[src/rtl/nios_setup_oci_pkg.sv]
// Shared constants and state encoding for the OCI data-compare-trace packer.
package nios_setup_oci_pkg;

  localparam int DCT_SYM_W    = 2;
  localparam int DCT_MAX_SYMS = 15;
  localparam int DCT_BUF_W    = 30;
  localparam int DCT_CNT_W    = 4;

  typedef enum logic [1:0] {
    RUN   = 2'd0,
    DRAIN = 2'd1,
    ENDED = 2'd2
  } dct_state_e;

endpackage

[src/rtl/nios_setup_nios2_gen2_0_cpu_oci_dct_packer_if.sv]
// Valid/ready word channel from the DCT packer to the downstream consumer.
interface nios_setup_nios2_gen2_0_cpu_oci_dct_packer_if;
  import nios_setup_oci_pkg::*;

  logic                 dct_valid;
  logic                 dct_ready;
  logic [DCT_BUF_W-1:0] dct_buffer;
  logic [DCT_CNT_W-1:0] dct_count;

  modport master (output dct_valid, output dct_buffer, output dct_count, input dct_ready);
  modport slave  (input dct_valid, input dct_buffer, input dct_count, output dct_ready);
endinterface

[src/rtl/nios_setup_oci_dct_skid.sv]
// One-entry output register: holds a packed word until the consumer takes it.
module nios_setup_oci_dct_skid
  import nios_setup_oci_pkg::*;
(
  input  logic                 clk,
  input  logic                 reset_n,
  input  logic                 load,
  input  logic [DCT_BUF_W-1:0] load_buf,
  input  logic [DCT_CNT_W-1:0] load_cnt,
  output logic                 space,
  nios_setup_nios2_gen2_0_cpu_oci_dct_packer_if.master dct_o
);

  logic                 valid_q, valid_d;
  logic [DCT_BUF_W-1:0] buf_q, buf_d;
  logic [DCT_CNT_W-1:0] cnt_q, cnt_d;

  // Next-state: a load overwrites; otherwise hold until ready retires the word.
  always_comb begin
    space   = !valid_q || dct_o.dct_ready;
    valid_d = valid_q && !dct_o.dct_ready;
    buf_d   = buf_q;
    cnt_d   = cnt_q;
    if (load) begin
      valid_d = 1'b1;
      buf_d   = load_buf;
      cnt_d   = load_cnt;
    end
  end

  // Output word register.
  always_ff @(posedge clk or negedge reset_n) begin
    if (!reset_n) begin
      valid_q <= 1'b0;
      buf_q   <= '0;
      cnt_q   <= '0;
    end else begin
      valid_q <= valid_d;
      buf_q   <= buf_d;
      cnt_q   <= cnt_d;
    end
  end

  assign dct_o.dct_valid  = valid_q;
  assign dct_o.dct_buffer = buf_q;
  assign dct_o.dct_count  = cnt_q;

endmodule

[src/rtl/nios_setup_nios2_gen2_0_cpu_oci_dct_packer.sv]
// DCT symbol packer with end-of-test drain sequencing.
// Optional: define NIOS_SETUP_DCT_DROP_CNT_EN to add a saturating drop_cnt port.
//
// state | meaning
// RUN   | normal packing; stop_req moves to DRAIN
// DRAIN | symbols ignored, partial word forced out, wait for empty
// ENDED | test_has_ended held; everything ignored until reset
module nios_setup_nios2_gen2_0_cpu_oci_dct_packer
  import nios_setup_oci_pkg::*;
#(
  parameter int SYM_W    = DCT_SYM_W,
  parameter int MAX_SYMS = DCT_MAX_SYMS
) (
  input  logic             clk,
  input  logic             reset_n,
  input  logic             sym_valid,
  input  logic [SYM_W-1:0] sym,
  input  logic             flush,
  input  logic             stop_req,
  nios_setup_nios2_gen2_0_cpu_oci_dct_packer_if.master dct,
  output logic             overflow,
  output logic             test_ending,
  output logic             test_has_ended
`ifdef NIOS_SETUP_DCT_DROP_CNT_EN
  ,
  output logic [7:0]       drop_cnt
`endif
);

  dct_state_e           state_q, state_d;
  logic [DCT_BUF_W-1:0] acc_q, acc_d, cand_acc, load_buf;
  logic [DCT_CNT_W-1:0] cnt_q, cnt_d, cand_cnt, load_cnt;
  logic                 run, draining, space, acc_full, accept, drop, flush_eff, load;

  nios_setup_oci_dct_skid u_skid (
    .clk      (clk),
    .reset_n  (reset_n),
    .load     (load),
    .load_buf (load_buf),
    .load_cnt (load_cnt),
    .space    (space),
    .dct_o    (dct)
  );

  // Accumulator update, load decision and FSM next state.
  always_comb begin
    state_d   = state_q;
    acc_d     = acc_q;
    cnt_d     = cnt_q;
    load      = 1'b0;
    load_buf  = acc_q;
    load_cnt  = cnt_q;
    run       = (state_q == RUN);
    draining  = (state_q == DRAIN);
    acc_full  = (cnt_q == DCT_CNT_W'(MAX_SYMS));
    drop      = run && sym_valid && acc_full && !space;
    accept    = run && sym_valid && !drop;
    flush_eff = (run && flush) || draining;
    cand_acc  = acc_q;
    cand_cnt  = cnt_q;
    if (accept && !acc_full) begin
      cand_acc = {acc_q[DCT_BUF_W-SYM_W-1:0], sym};
      cand_cnt = cnt_q + DCT_CNT_W'(1);
    end

    if (acc_full) begin
      // A full accumulator only moves when the output slot frees; a symbol
      // arriving in that cycle starts the next word.
      if (space) begin
        load  = 1'b1;
        acc_d = accept ? {{(DCT_BUF_W-SYM_W){1'b0}}, sym} : '0;
        cnt_d = accept ? DCT_CNT_W'(1) : '0;
      end
    end else if ((cand_cnt == DCT_CNT_W'(MAX_SYMS)) || (flush_eff && cand_cnt != '0)) begin
      if (space) begin
        load     = 1'b1;
        load_buf = cand_acc;
        load_cnt = cand_cnt;
        acc_d    = '0;
        cnt_d    = '0;
      end else begin
        acc_d = cand_acc;
        cnt_d = cand_cnt;
      end
    end else begin
      acc_d = cand_acc;
      cnt_d = cand_cnt;
    end

    case (state_q)
      RUN:     if (stop_req) state_d = DRAIN;
      DRAIN:   if (cnt_q == '0 && !dct.dct_valid) state_d = ENDED;
      ENDED:   state_d = ENDED;
      default: state_d = RUN;
    endcase
  end

  // FSM and accumulator registers.
  always_ff @(posedge clk or negedge reset_n) begin
    if (!reset_n) begin
      state_q <= RUN;
      acc_q   <= '0;
      cnt_q   <= '0;
    end else begin
      state_q <= state_d;
      acc_q   <= acc_d;
      cnt_q   <= cnt_d;
    end
  end

  assign test_ending    = (state_q == DRAIN);
  assign test_has_ended = (state_q == ENDED);

`ifdef NIOS_SETUP_DCT_DROP_CNT_EN
  logic [7:0] drop_cnt_q, drop_cnt_d;

  // Saturating count of dropped symbols.
  always_comb begin
    drop_cnt_d = drop_cnt_q;
    if (drop && drop_cnt_q != 8'hFF) drop_cnt_d = drop_cnt_q + 8'd1;
  end

  // Drop counter register.
  always_ff @(posedge clk or negedge reset_n) begin
    if (!reset_n) drop_cnt_q <= '0;
    else          drop_cnt_q <= drop_cnt_d;
  end

  assign drop_cnt = drop_cnt_q;
  assign overflow = (drop_cnt_q != 8'd0);
`else
  logic overflow_q, overflow_d;

  // Sticky flag set by any dropped symbol.
  always_comb begin
    overflow_d = overflow_q | drop;
  end

  // Overflow register.
  always_ff @(posedge clk or negedge reset_n) begin
    if (!reset_n) overflow_q <= 1'b0;
    else          overflow_q <= overflow_d;
  end

  assign overflow = overflow_q;
`endif

endmodule

[src/flat_wrapper.sv]
// flat-port wrapper written by rule: the top's interface ports become plain ports
module nios_setup_nios2_gen2_0_cpu_oci_dct_packer_flat import nios_setup_oci_pkg::*;
#(
  parameter int SYM_W    = DCT_SYM_W,
  parameter int MAX_SYMS = DCT_MAX_SYMS
)
  (clk, reset_n, sym_valid, sym, flush, stop_req, overflow, test_ending, test_has_ended, dct_dct_valid, dct_dct_buffer, dct_dct_count, dct_dct_ready);
  nios_setup_nios2_gen2_0_cpu_oci_dct_packer_if dct_i ();
  input  logic clk;
  input  logic reset_n;
  input  logic sym_valid;
  input  logic [SYM_W-1:0] sym;
  input  logic flush;
  input  logic stop_req;
  output logic overflow;
  output logic test_ending;
  output logic test_has_ended;
  output wire logic [$bits(dct_i.dct_valid)-1:0] dct_dct_valid;
  output wire logic [$bits(dct_i.dct_buffer)-1:0] dct_dct_buffer;
  output wire logic [$bits(dct_i.dct_count)-1:0] dct_dct_count;
  input wire logic [$bits(dct_i.dct_ready)-1:0] dct_dct_ready;
  assign dct_dct_valid = dct_i.dct_valid;
  assign dct_dct_buffer = dct_i.dct_buffer;
  assign dct_dct_count = dct_i.dct_count;
  assign dct_i.dct_ready = dct_dct_ready;
  nios_setup_nios2_gen2_0_cpu_oci_dct_packer #(.SYM_W(SYM_W), .MAX_SYMS(MAX_SYMS)) u_core (.clk(clk), .reset_n(reset_n), .sym_valid(sym_valid), .sym(sym), .flush(flush), .stop_req(stop_req), .dct(dct_i), .overflow(overflow), .test_ending(test_ending), .test_has_ended(test_has_ended));
endmodule
[config.mk]
export PLATFORM = sky130hd
export DESIGN_NAME = nios_setup_nios2_gen2_0_cpu_oci_dct_packer_flat
export DESIGN_NICKNAME = d
export VERILOG_FILES = /design/src/rtl/nios_setup_oci_pkg.sv /design/src/rtl/nios_setup_nios2_gen2_0_cpu_oci_dct_packer_if.sv /design/src/rtl/nios_setup_oci_dct_skid.sv /design/src/rtl/nios_setup_nios2_gen2_0_cpu_oci_dct_packer.sv /design/src/flat_wrapper.sv
export SDC_FILE = /design/constraint.sdc
export NUM_CORES = 1
export LEC_CHECK = 0
export BUFFER_PORTS_ARGS = -buffer_cell sky130_fd_sc_hd__clkbuf_2
export CORE_MARGIN = 2
export CORE_UTILIZATION = 41
export DETAILED_ROUTE_END_ITERATION = 16
export PLACE_DENSITY = 0.67
export REMOVE_ABC_BUFFERS = 1
export SLEW_MARGIN = 10
export SYNTH_ARGS = -nofsm -noshare
export SYNTH_HDL_FRONTEND = slang
export SYNTH_SLANG_ARGS = --single-unit
[constraint.sdc]
create_clock -name clk -period 2.8 [get_ports clk]
set_input_delay 0.42 -clock clk [delete_from_list [all_inputs] [get_ports clk]]
set_output_delay 0.42 -clock clk [all_outputs]
set_load 0.05 [all_outputs]
==> flow_summary_export.csv <==
group,metric,value,unit
outcome,outcome,"complete, no violations",
routing,avgViaCountPerCell,5.83,
sta,report.final.slew_viol_count,0,
logic_synthesis,ys_warn_count,0,
grt,grt_pass1_vias,2725,
grt,total_global_routing_track_utilization,18.6,%
cells_and_area,final_cell_area_excluding_filler_cells,4200,um^2
worst_setup_path,startpoint_type,"flip-flop",
run,number_of_maximum_capacitance_constraint_violations,0,
grt,grt_pass1_wl,14200,um
worst_setup_path,critical_path.slowest_cell,"a311o_1",
cells_and_area,final_layout_size_suffix_gt1_share,32.1,%
logic_synthesis,post_synth_inst_count,317,
sta,tightestPinTransition,0.401,ns
worst_setup_path,cp_data_arrival_time,2.88,ns
logic_synthesis,yosys.area_share.xor_xnor,0.246,%
clock_tree,hold_fix_buffers_cts,0,
logic_synthesis,ys_dominant_reg_cell,"dfrtp_1",
logic_synthesis,synth_mux_area_share,8.76,%
clock_tree,clk_transition_reported_paths,0.08,ns
worst_setup_path,path_depth,9,
floorplanning,placeableCoreArea,8300,um^2
place,post-dp-hpwl,5360,um
logic_synthesis,netlist_area,3560,um^2
logic_synthesis,synth_compound_gate_area_share,22.0,%
clock_tree,root_buffer,"clkbuf_8",
cells_and_area,layout-area-overhead-vs-synth,18.1,%
worst_setup_path,timing.critical_path.to_type,"flip-flop",
grt,grt_antenna_before_repair,0,
routing,first_drt_iteration_drcs,167,
worst_setup_path,critical_path_class,"reg2reg",
logic_synthesis,post_synth_and_or_nand_nor_area_fraction,11.6,%
logic_synthesis,synth_sequential_area_ratio,50.7,%
logic_synthesis,arithmetic_cell_share_of_the_synthesized_area_counting_full_adders_half_adders_and_majority_gates,2.11,%
floorplanning,initial_core_utilization,42.8,%
logic_synthesis,yosysUniqueCellTypes,42,
worst_setup_path,reg2regPathDepth,9,
clock_tree,clock_insertion_delay_worst_skew,0.35,ns
floorplanning,design.die.area,9430,um^2
sta,fin_worst_hold_slack,0.0658,ns
sta,grt_setup_unrepaired,"no",
logic_synthesis,combinational_family_with_the_most_area_after_synthesis,"compound AO/OA/AOI/OAI gates",
clock_tree,cts_tree,"done",
floorplanning,placementRows,33,
cells_and_area,fill_cells,742,
place,finalWeightedCongestion,0.855,
logic_synthesis,synth-edff-count,0,
grt,pin_count_of_the_biggest_net_entering_global_routing,73,
logic_synthesis,synth.ff_latch_count,72,
place,placement.cell_area,3920,um^2
logic_synthesis,syn_area_per_cell,11.2,um^2
clock_tree,cts_sinks,72,
cells_and_area,finish.net_count,380,
logic_synthesis,synth-async-reset-ratio,100,%
worst_setup_path,critical-path-top-delay-family,"compound AO/OA/AOI/OAI gates",
worst_setup_path,cp_max_fo,11,
clock_tree,max-clock-path-buffers,2,
worst_setup_path,critical_path.n_buffers_inverters,2,
clock_tree,cts_made_buffers,9,
sta,slew_headroom,72.5,%
hold_path,timing.hold.worst.class,"in2async",
sta,fin_ws,0.209,ns
floorplanning,boundaryPins,46,
worst_setup_path,timing.critical_path.slowest_cell_delay,0.43,ns
sta,final_setup_vio_count,0,
worst_setup_path,timing.critical_path.cells,"inv_1 > ha_2 > and2_1 > nand2_1 > a311o_1 > a22o_2 > buf_4 > mux2i_1 > o221a_2",
routing,antenna_left,0,
worst_setup_path,critPathRequiredTime,3.09,ns
grt,grt_remaining_overflow,0,
sta,min_period,2.59,ns
cells_and_area,insertedDiodeCount,0,
clock_tree,clock_tree.htree_level_count,3,
routing,finalWirelength,8490,um
sta,fmax,0.386,GHz
sta,final-hold-violation-count,0,
floorplanning,die-height,97.1,um
routing,drt_drc_violations_left,0,
place,buffer_ports.inserted,45,
place,pre_cts_slack,0.162,ns
floorplanning,dieWidth,97.1,um
routing,num_vias,2775,
routing,drt_pre_antenna_iters,4,
routing,wl_per_cell,17.8,um
sta,final.setup_skew,0.00981,ns
sta,finalCritPeriodShare,92.5,%
==> final timing paths <==
check,start,endpoint,slack (ns)
min reg2reg,u_core.overflow,u_core.overflow,0.48
max in group asynchronous,reset_n,u_core.cnt_q[3],2.39
min,reset_n,u_core.state_q[1],0.07
min in group clk,sym[1],u_core.acc_q[1],0.41
max,u_core.state_q[0],u_core.u_skid.dct_o.dct_buffer[5],0.21
max reg2reg,u_core.state_q[0],u_core.u_skid.dct_o.dct_buffer[5],0.21
==> logic make-up (layout without fill, tap and decap cells) <==
logic type	Yosys count	in the layout
buf+inv	30	84
flops	72	72
xor+xnor	1	1
fa+ha+maj	6	6
compound gates	84	84
mux	31	31
simple gates	93	93
==> cells in the final DEF, fill, tap and decap left out, drive strengths merged, types with 4 or more instances in the layout <==
cell type,netlist,layout
a21oi,6,6
a22o,30,30
buf,16,19
clkbuf,9,55
dfrtp,72,72
ha,6,6
inv,5,5
mux2i,30,30
nand2,8,8
nand3,5,5
nor2,60,60
nor2b,5,5
nor3,4,4
o21ai,6,6
o221a,30,30
==> layer usage <==
layer  global-route usage (%)  routed length [um]  vias up
met5                        0                   0        -
met4                     8.23                 151        0
met3                     2.95                 373       11
met2                     28.4                4050       74
met1                     26.4                3920     1403
li1                         -                   -     1287
==> sequential cells by signal, summed over array words and instances (netlist names) <==
signal,flops
u_core.state_q,2
u_core.u_skid.dct_o.dct_count,4
u_core.acc_q,30
u_core.cnt_q,4
u_core.overflow,1
u_core.u_skid.dct_o.dct_buffer,30
u_core.u_skid.dct_o.dct_valid,1
==> timing repair <==
action | CTS | global route
endpoints found under the setup margin | 0 | 31
resized for setup | 0 | 3
buffers inserted | 0 | 2
==> layout make-up <==
| type | count | area (um^2) | area share, % |
|---|---|---|---|
| Timing Repair Buffer | 63 | 385 | 9.18 |
| Inverter | 5 | 18.8 | 0.447 |
| Clock inverter | 5 | 104 | 2.47 |
| Multi-Input combinational cell | 215 | 1620 | 38.5 |
| Sequential cell | 72 | 1800 | 42.9 |
| Tap cell | 105 | 131 | 3.13 |
| Clock buffer | 11 | 141 | 3.37 |
==> synth_stat cells, types with 2 or more instances <==
master / n / area share [%]
dfrtp_1: 72 / 51
o21ai_0: 4 / 0.56
a22o_1: 30 / 7.4
clkbuf_1: 9 / 0.95
or3_1: 3 / 0.53
ha_1: 6 / 2.1
nor2b_1: 5 / 0.88
nor2_1: 60 / 6.3
inv_1: 5 / 0.53
nand2_1: 8 / 0.84
o21ai_1: 2 / 0.28
buf_2: 10 / 1.4
o221a_2: 30 / 9.5
buf_6: 5 / 1.6
a21oi_1: 5 / 0.70
nand3_1: 5 / 0.70
nor3_1: 4 / 0.56
mux2i_1: 30 / 8.4
==> stage by stage <==
step | setup TNS [ns] | util [%] | instances
2_1_floorplan | -51.80 | - | 292
3_3_place_gp | 0 | 47.3 | 458
3_5_place_dp | 0 | 47.3 | 458
4_1_cts | 0 | 50.2 | 474
5_1_grt | 0 | 50.6 | 476
6_report | 0 | 50.6 | 476
Power is left out: the tool's default activity adds up to more than one toggle a clock period on the data nets, which glitch-free logic cannot reach.
